==> src/rtl/ex_operand_buffer_if.sv <==
// Handshake bundle between decode, the operand buffer, write-back and the ALU.
// The slave modport is the buffer's view; master is the surrounding pipeline.
interface ex_operand_buffer_if #(
  parameter int XLEN   = 32,
  parameter int RIDX_W = 5
);
  logic              in_valid;
  logic              in_ready;
  logic [XLEN-1:0]   in_src1;
  logic [XLEN-1:0]   in_src2;
  logic [XLEN-1:0]   in_imm;
  logic              in_sel_imm;
  logic [RIDX_W-1:0] in_rs1_idx;
  logic [RIDX_W-1:0] in_rs2_idx;
  logic [3:0]        in_func;
  logic [RIDX_W-1:0] in_rd;
  logic              in_wen;
  logic              wb_wen;
  logic [RIDX_W-1:0] wb_rd;
  logic [XLEN-1:0]   wb_data;
  logic              out_valid;
  logic              out_ready;
  logic [XLEN-1:0]   out_rs1;
  logic [XLEN-1:0]   out_rs2;
  logic [3:0]        out_func;
  logic [RIDX_W-1:0] out_rd;
  logic              out_wen;

  modport slave (
    input  in_valid, in_src1, in_src2, in_imm, in_sel_imm, in_rs1_idx, in_rs2_idx,
           in_func, in_rd, in_wen, wb_wen, wb_rd, wb_data, out_ready,
    output in_ready, out_valid, out_rs1, out_rs2, out_func, out_rd, out_wen
  );

  modport master (
    output in_valid, in_src1, in_src2, in_imm, in_sel_imm, in_rs1_idx, in_rs2_idx,
           in_func, in_rd, in_wen, wb_wen, wb_rd, wb_data, out_ready,
    input  in_ready, out_valid, out_rs1, out_rs2, out_func, out_rd, out_wen
  );
endinterface

==> src/rtl/ex_operand_buffer.sv <==
// Decode-to-execute 2-entry skid buffer with write-back bypass on captured and held operands.
// The main entry drives the ALU directly; the skid entry absorbs one beat of backpressure.
module ex_operand_buffer #(
  parameter int XLEN   = 32,
  parameter int RIDX_W = 5
) (
  input  logic                    clk,
  input  logic                    rst_n,
  input  logic                    flush,
  ex_operand_buffer_if.slave      bus
);

  typedef enum logic [1:0] {EMPTY, ONE, TWO} state_t;

  typedef struct packed {
    logic [XLEN-1:0]   src1;
    logic [XLEN-1:0]   src2;
    logic [XLEN-1:0]   imm;
    logic              sel_imm;
    logic [RIDX_W-1:0] rs1_idx;
    logic [RIDX_W-1:0] rs2_idx;
    logic [3:0]        func;
    logic [RIDX_W-1:0] rd;
    logic              wen;
  } entry_t;

  // x0 is hardwired zero, so a write-back to index 0 never forwards.
  function automatic entry_t bypass(input entry_t e, input logic wen,
                                    input logic [RIDX_W-1:0] rd,
                                    input logic [XLEN-1:0] data);
    entry_t r;
    r = e;
    if (wen && (rd != '0) && (rd == e.rs1_idx)) r.src1 = data;
    if (wen && (rd != '0) && (rd == e.rs2_idx)) r.src2 = data;
    return r;
  endfunction

  state_t state;
  entry_t main_e;
  entry_t skid_e;
  entry_t in_raw;
  entry_t in_e;
  entry_t main_byp;
  entry_t skid_byp;
  logic   in_fire;
  logic   out_fire;

  assign bus.in_ready  = (state != TWO);
  assign bus.out_valid = (state != EMPTY);
  assign in_fire       = bus.in_valid & bus.in_ready;
  assign out_fire      = bus.out_valid & bus.out_ready;

  always_comb begin
    in_raw         = '0;
    in_raw.src1    = bus.in_src1;
    in_raw.src2    = bus.in_src2;
    in_raw.imm     = bus.in_imm;
    in_raw.sel_imm = bus.in_sel_imm;
    in_raw.rs1_idx = bus.in_rs1_idx;
    in_raw.rs2_idx = bus.in_rs2_idx;
    in_raw.func    = bus.in_func;
    in_raw.rd      = bus.in_rd;
    in_raw.wen     = bus.in_wen;
    in_e     = bypass(in_raw, bus.wb_wen, bus.wb_rd, bus.wb_data);
    main_byp = bypass(main_e, bus.wb_wen, bus.wb_rd, bus.wb_data);
    skid_byp = bypass(skid_e, bus.wb_wen, bus.wb_rd, bus.wb_data);
  end

  // Held entries take the bypassed value every cycle unless overwritten below.
  always_ff @(posedge clk or negedge rst_n) begin
    if (!rst_n) begin
      state  <= EMPTY;
      main_e <= '0;
      skid_e <= '0;
    end else begin
      main_e <= main_byp;
      skid_e <= skid_byp;
      if (flush) begin
        state <= EMPTY;
      end else begin
        case (state)
          EMPTY: begin
            if (in_fire) begin
              main_e <= in_e;
              state  <= ONE;
            end
          end
          ONE: begin
            if (in_fire && out_fire) begin
              main_e <= in_e;
            end else if (in_fire) begin
              skid_e <= in_e;
              state  <= TWO;
            end else if (out_fire) begin
              state  <= EMPTY;
            end
          end
          TWO: begin
            if (out_fire) begin
              main_e <= skid_byp;
              state  <= ONE;
            end
          end
          default: state <= EMPTY;
        endcase
      end
    end
  end

  assign bus.out_rs1  = main_e.src1;
  assign bus.out_rs2  = main_e.sel_imm ? main_e.imm : main_e.src2;
  assign bus.out_func = main_e.func;
  assign bus.out_rd   = main_e.rd;
  assign bus.out_wen  = main_e.wen;

endmodule

==> src/flat_wrapper.sv <==
// flat-port wrapper written by rule: the top's interface ports become plain ports
module ex_operand_buffer_flat 
#(
  parameter int XLEN   = 32,
  parameter int RIDX_W = 5
)
  (clk, rst_n, flush, bus_in_valid, bus_in_src1, bus_in_src2, bus_in_imm, bus_in_sel_imm, bus_in_rs1_idx, bus_in_rs2_idx, bus_in_func, bus_in_rd, bus_in_wen, bus_wb_wen, bus_wb_rd, bus_wb_data, bus_out_ready, bus_in_ready, bus_out_valid, bus_out_rs1, bus_out_rs2, bus_out_func, bus_out_rd, bus_out_wen);
  ex_operand_buffer_if #(.XLEN(XLEN), .RIDX_W(RIDX_W)) bus_i ();
  input  logic clk;
  input  logic rst_n;
  input  logic flush;
  input wire logic [$bits(bus_i.in_valid)-1:0] bus_in_valid;
  input wire logic [$bits(bus_i.in_src1)-1:0] bus_in_src1;
  input wire logic [$bits(bus_i.in_src2)-1:0] bus_in_src2;
  input wire logic [$bits(bus_i.in_imm)-1:0] bus_in_imm;
  input wire logic [$bits(bus_i.in_sel_imm)-1:0] bus_in_sel_imm;
  input wire logic [$bits(bus_i.in_rs1_idx)-1:0] bus_in_rs1_idx;
  input wire logic [$bits(bus_i.in_rs2_idx)-1:0] bus_in_rs2_idx;
  input wire logic [$bits(bus_i.in_func)-1:0] bus_in_func;
  input wire logic [$bits(bus_i.in_rd)-1:0] bus_in_rd;
  input wire logic [$bits(bus_i.in_wen)-1:0] bus_in_wen;
  input wire logic [$bits(bus_i.wb_wen)-1:0] bus_wb_wen;
  input wire logic [$bits(bus_i.wb_rd)-1:0] bus_wb_rd;
  input wire logic [$bits(bus_i.wb_data)-1:0] bus_wb_data;
  input wire logic [$bits(bus_i.out_ready)-1:0] bus_out_ready;
  output wire logic [$bits(bus_i.in_ready)-1:0] bus_in_ready;
  output wire logic [$bits(bus_i.out_valid)-1:0] bus_out_valid;
  output wire logic [$bits(bus_i.out_rs1)-1:0] bus_out_rs1;
  output wire logic [$bits(bus_i.out_rs2)-1:0] bus_out_rs2;
  output wire logic [$bits(bus_i.out_func)-1:0] bus_out_func;
  output wire logic [$bits(bus_i.out_rd)-1:0] bus_out_rd;
  output wire logic [$bits(bus_i.out_wen)-1:0] bus_out_wen;
  assign bus_i.in_valid = bus_in_valid;
  assign bus_i.in_src1 = bus_in_src1;
  assign bus_i.in_src2 = bus_in_src2;
  assign bus_i.in_imm = bus_in_imm;
  assign bus_i.in_sel_imm = bus_in_sel_imm;
  assign bus_i.in_rs1_idx = bus_in_rs1_idx;
  assign bus_i.in_rs2_idx = bus_in_rs2_idx;
  assign bus_i.in_func = bus_in_func;
  assign bus_i.in_rd = bus_in_rd;
  assign bus_i.in_wen = bus_in_wen;
  assign bus_i.wb_wen = bus_wb_wen;
  assign bus_i.wb_rd = bus_wb_rd;
  assign bus_i.wb_data = bus_wb_data;
  assign bus_i.out_ready = bus_out_ready;
  assign bus_in_ready = bus_i.in_ready;
  assign bus_out_valid = bus_i.out_valid;
  assign bus_out_rs1 = bus_i.out_rs1;
  assign bus_out_rs2 = bus_i.out_rs2;
  assign bus_out_func = bus_i.out_func;
  assign bus_out_rd = bus_i.out_rd;
  assign bus_out_wen = bus_i.out_wen;
  ex_operand_buffer #(.XLEN(XLEN), .RIDX_W(RIDX_W)) u_core (.clk(clk), .rst_n(rst_n), .flush(flush), .bus(bus_i));
endmodule
==> config.mk <==
export PLATFORM = sky130hd
export DESIGN_NAME = ex_operand_buffer_flat
export DESIGN_NICKNAME = d
export VERILOG_FILES = /design/src/rtl/ex_operand_buffer_if.sv /design/src/rtl/ex_operand_buffer.sv /design/src/flat_wrapper.sv
export SDC_FILE = /design/constraint.sdc
export NUM_CORES = 1
export LEC_CHECK = 0
export CORE_ASPECT_RATIO = 0.8
export CORE_MARGIN = 2
export CORE_UTILIZATION = 25
export DETAILED_ROUTE_END_ITERATION = 10
export GPL_TIMING_DRIVEN = 0
export PLACE_DENSITY = 0.41
export SYNTH_ARGS = -nofsm -noshare
export SYNTH_HDL_FRONTEND = slang
export SYNTH_SLANG_ARGS = --single-unit
==> constraint.sdc <==
create_clock -name clk -period 3 [get_ports clk]
set_input_delay 0.9 -clock clk [delete_from_list [all_inputs] [get_ports clk]]
set_output_delay 0.9 -clock clk [all_outputs]
set_load 0.02 [all_outputs]
==> metrics.txt, run 1 <==
outcome=finished, final reports clean; Setup TNS=0 ns; FMAX=342.6 MHz; vias in the first global route=11910; Worst Tran Pin Value=0.7806 ns; fillers=5508; synth warn=0; Yosys top cell by area=dfrtp_1; Root Buffer=clkbuf_16; count of cell types in the netlist=43; Routability Congestion=0.7748; initial antenna violation count=8; Worst EP required=2.10 ns; syn_area_per_cell=10.36 um^2; Max-Cap Viols=0; GRT Resource Usage Total=18.95%; Min-Delay Path Class=in -> async; half-perimeter wire length after placement=37640 um; GR Overflow Total=0; worst vdd ir=378.5 uV; Yosys top cell area share=43.59%; layout cell share with drive strength beyond 1=25.00%; Setup crit start kind=flip-flop; Worst Skew=0.01819 ns; TritonCTS clock tree=done; syn nets=1468; PortBufs=229; critical path cell sequence=buf_4 > mux2_2 > clkdlybuf4s50_1; H-tree Lvls=1; clock sink total=236; RSZ-0062 raised after global routing=false; I/O pins=236; Crit path arrival time=2.02 ns; Via density=4.879; commonest non-fill, non-tap cell in the layout=nand2_1; relative slew slack=47.96%; largest net degree at the start of global routing=109; clk buf depth=3; Initial Util=25.22%; Final Cycle Share=97.30%; first-pass GRT wire length=79210 um; sum of buffers and inverters on the critical path=2; worst-path maximum fanout=4; Syn Inst Count=1308; Final setup viols=0; final WL=53320 um; die height=212.2 um; total CTS buffers=30; Layout area overhead=31.99%; critical path's largest stage delay=0.54 ns; Core ar.=0.05373 mm^2; Hold WS=0.2186 ns; row count=76; CP max-delay cell=clkdlybuf4s50_1; Placed Cells incl. Taps=2241; fin crit period=2.919 ns; drt first-iter violations=647; Avg WL per Cell=23.12 um; Die Wd=264.3 um; Die ar.=0.05609 mm^2; CP top delay family=buffers and inverters; Cell Pwr Density=646.3 mW/mm^2; Max Slew Vio Count=0; most frequent cells in the layout=nand2_1 (246), dfrtp_1 (235), mux2_2 (205), clkdlybuf4s50_1 (199), o21ai_0 (85); Final Hold Vio Count=0; antenna-violating nets left=0; Pre-antenna DRT Iters=5; sequential-to-total area share from yosys stat=43.59%; Clk pin slew, worst setup/hold paths=0.07 ns; DRC Markers=0; Lkg Pwr=6.845 nW; final net count=1737; Yosys reg bits=236; post-route insts no fill=2306; via count=11250; Worst setup EP type=output pin; Setup Crit Path Kind=reg -> out; Synth area leaders=dfrtp_1 (44%), mux2_2 (17%), nand2_1 (6.8%), mux2i_1 (4.7%), o211ai_1 (3.5%); clk_lat worst skew=0.58 ns; Mapped Area=0.01355 mm^2
-- repair_timing --
action,CTS,global route
pin swaps,3,3
gates resized for setup,65,9
hold buffers,0,0
setup endpoints to repair,206,117
buffers inserted,1,6
gates cloned,0,0
-- metal layers --
metal	track usage [%]	up-vias	part of all wire, %
li1	-	5203	-
met1	27.42	5718	50
met2	29.66	267	44
met3	3.590	58	4.9
met4	3.213	6	1.6
met5	0	-	0.064
-- synth_stat cells (all sizes together) --
cell type,instances
nor2,7
o221a,32
dfrtp,236
a22oi,53
inv,32
nand2b,24
xnor2,11
a31oi,2
nand4,1
mux2,214
clkbuf,68
or4,1
a32oi,32
a21oi,2
nand3,4
o21bai,1
o22a,1
xor2,19
nor2b,3
and3b,1
o21ai,86
buf,79
o21a,1
or2,1
or2b,12
a211oi,1
and3,1
mux2i,65
nor4,3
nor3,5
o211ai,64
nand2,246
-- power breakdown --
part | switching (mW) | internal (mW)
registers | 0.567 | 4.14
clock network | 1.55 | 2.03
logic | 1.54 | 1.73
total | 3.66 | 7.90
-- state kept, by name, summed over array words and instances (netlist names) --
| name | count |
|---|---|
| u_core.main_byp | 43 |
| u_core.bus.out_func | 4 |
| u_core.main_e | 32 |
| u_core.skid_e | 64 |
| u_core.skid_byp | 53 |
| u_core.state | 2 |
| u_core.bus.out_rd | 5 |
| u_core.bus.out_rs1 | 32 |
| u_core.bus.out_wen | 1 |
-- kinds of logic (layout without fill, tap and decap cells) --
kind of cell | count (synthesis) | count (layout) | synth area share, %
AOI/OAI and AO/OA | 275 | 275 | 14.91
xor gates and xnor gates | 30 | 30 | 1.939
buffers and inverters | 179 | 471 | 6.843
DFF | 236 | 236 | 43.59
muxes | 279 | 279 | 22.68
other | 0 | 4 | 0
and+or+nand+nor | 309 | 309 | 10.04
-- worst reg2reg max path: cells and delay by family (launching register included) --
| kind | cells | cell delay [ns] |
|---|---|---|
| AOI/OAI and AO/OA | 1 | 0.25 |
| xor gates and xnor gates | 1 | 0.17 |
| buffers and inverters | 1 | 0.33 |
| DFF | 1 | 0.40 |
| muxes | 1 | 0.54 |
| and+or+nand+nor | 2 | 0.87 |
-- area by class of cell --
cell class,count,area [um^2],share of cell area (%)
multi-input combinational,893,6765,37.83
sequential,236,5907,33.03
timing repair buffer,238,2394,13.38
clock buffer,43,880.8,4.925
tap,702,878.3,4.911
buffer,146,862.1,4.821
inverter,32,120.1,0.6717
clock inverter,12,66.31,0.3708
antenna,4,10.01,0.05597
-- path summary, 6_finish.rpt --
| kind | startpoint | to | slack (ns) | cells after the start |
|---|---|---|---|---|
| setup / recovery | u_core.main_byp[20] | bus_out_rs2[26] | 0.08 | 3 |
| hold / removal | rst_n | u_core.skid_e[82] | 0.22 | 1 |
| setup reg to reg | u_core.skid_byp[11] | u_core.skid_e[75] | 0.35 | 6 |
| hold reg to reg | u_core.main_byp[22] | u_core.main_byp[22] | 0.47 | 2 |
| max in group asynchronous | rst_n | u_core.skid_byp[37] | 1.44 | 3 |
| min in group clk | u_core.main_byp[22] | u_core.main_byp[22] | 0.47 | 2 |
-- through the flow --
step | util (%) | cell area [um^2] | setup slack [ns] | total power [mW]
finish | 33.29 | 17880 | 0.08094 | 11.56
detailed placement | 31.23 | 16780 | -1.529 | 8.092
global placement | 31.12 | 16720 | -10.64 | 8.044
CTS | 33.10 | 17780 | 0.003920 | 11.69
global route | 33.27 | 17880 | 0.01680 | 12.22
floorplan | - | 13550 | 0.2646 | 6.626
Note: power is estimated with default switching activity, not from simulation.
==> run 2, diff against run 1 <==
Settings changed: CORE_UTILIZATION 25 to 54, PLACE_DENSITY 0.41 to 0.78.
==> metrics.txt, run 2 (same netlist as run 1, synthesis figures left out) <==
reg2reg start=u_core.state[1]; final WL=43240 um; worst vdd ir=470.5 uV; final setup margin=0.02336 ns; Tot Pwr=11.65 mW; clock sink total=236; die height=145.7 um; H-tree Lvls=1; PortBufs=229; R2R cell count=7; # hold bufs at CTS=0; Largest register FFs=64; share of power burned in registers=40.6%; Worst Tran Pin Value=0.9094 ns; Routability Congestion=0.9165; FF-to-FF setup slack=0.47 ns; Min-Delay Path Class=in -> async; initial antenna violation count=2; DRC Markers=0; GR Overflow Total=0; FF/Latch Area=0.005907 mm^2; outcome=finished, final reports clean; Switching Power=3.485 mW; Int Pwr=8.161 mW; relative slew slack=38.87%; Core ar.=0.02450 mm^2; drt first-iter violations=1183; Final setup viols=0; Crit path arrival time=2.08 ns; Worst EP required=2.10 ns; layout cell share with drive strength beyond 1=24.46%; FMAX=335.9 MHz; Die ar.=0.02638 mm^2; Worst Skew=0.02182 ns; Max-Cap Viols=0; half-perimeter wire length after placement=29920 um; most frequent cells in the layout=nand2_1 (246), dfrtp_1 (235), clkdlybuf4s50_1 (211), mux2_2 (205), o21ai_0 (85); Final Cycle Share=99.22%; Place WS=-0.9928 ns; reg2reg end=u_core.bus.out_rs1[4]; Root Buffer=clkbuf_16; Biggest register=u_core.skid_e; final net count=1727; I/O pins=236; Worst setup EP type=output pin; row count=51; worst-path maximum fanout=10; Die Wd=181.1 um; commonest non-fill, non-tap cell in the layout=nand2_1; Setup Crit Path Kind=reg -> out; Initial Util=55.30%; combinational power share=28.3%; Via density=6.212; Cell Pwr Density=671.2 mW/mm^2; TritonCTS clock tree=done; vias in the first global route=12010; Clock power frac=31.2%; antenna-violating nets left=0; Net Sw Frac=29.92%; Avg WL per Cell=22.70 um; Final Hold Vio Count=0; Setup crit start kind=flip-flop; clk buf depth=3; Max Slew Vio Count=0; Clk pin slew, worst setup/hold paths=0.06 ns; total CTS buffers=25; first-pass GRT wire length=67460 um; via count=11830; area of the multi-input gates=0.006745 mm^2; clk_lat worst skew=0.54 ns; Setup TNS=0 ns; largest net degree at the start of global routing=93; GRT Resource Usage Total=32.58%; Layout area overhead=28.06%; fillers=1843; Pre-antenna DRT Iters=5; Lkg Pwr=6.834 nW; fin crit period=2.977 ns
## run 2: changes by cell type in the layout (fill, tap and decap cells not counted), moves of 3 or more
cell	delta
dlygate4sd2_1	-19
clkdlybuf4s50_1	+12
bufinv_16	+8
clkbuf_8	-7
dlymetal6s2s_1	+7
clkbuf_16	-6
clkinv_2	-4
buf_4	-3
clkbuf_1	-3
diode_2	-3
## run 2: critical path: stages (launching register included)
cell and delay [ns]:
dfrtp_2 0.43, buf_6 0.19, mux2_2 0.37, clkdlybuf4s50_1 0.54
## run 2: worst max path at each step
stage	from	end	depth (start not counted)
global placement	rst_n	u_core.skid_e[89]	1
CTS	u_core.main_byp[20]	bus_out_rs2[22]	3
detailed placement	bus_in_valid	u_core.main_e[61]	7
global route	u_core.main_byp[20]	bus_out_rs2[2]	3
finish	u_core.main_byp[20]	bus_out_rs2[23]	3
floorplan	bus_wb_rd[3]	u_core.main_e[57]	8
## run 2: power groups by stage
stage	Combinational (mW)	Sequential (mW)	Clock [mW]
after CTS	3.28	4.70	3.64
after detailed placement	3.28	4.72	0
after global routing	3.55	4.82	3.76
after global placement	3.17	4.70	0
after floorplan	2.08	4.55	0
final	3.29	4.73	3.63
## run 2: cell type report
class,instances,area share [%]
buffer,146,4.932
timing repair buffer,233,13.67
multi-input combinational,893,38.87
clock buffer,28,3.728
antenna,1,0.01442
tap,318,2.293
inverter,32,0.6922
sequential,236,34.04
clock inverter,18,1.752
## run 2: repair_timing
action / CTS / global route
endpoints found under the setup margin: 106 / 129
pin swaps: 0 / 1
cloned: 0 / 0
buffers inserted: 0 / 2
gates resized for setup: 36 / 29
## run 2: metal layers
layer  up-vias  wire, um  global-route usage (%)
li1       5174         -                       -
met4         2      1315                   10.85
met5         -        13                       0
met3       100      4259                   7.432
met1      5881     18510                   45.77
met2       676     19140                   50.06
## run 2: per-stage QoR
| step | std cells | hold slack [ns] | util [%] | cell area (um^2) |
|---|---|---|---|---|
| floorplan | 1308 | 0.4444 | - | 13550 |
| global placement | 1855 | 0.4547 | 66.27 | 16240 |
| detailed placement | 1857 | 0.4663 | 66.52 | 16300 |
| CTS | 1902 | 0.3993 | 70.56 | 17290 |
| global route | 1904 | 0.4306 | 70.80 | 17350 |
| finish | 1905 | 0.3759 | 70.81 | 17350 |
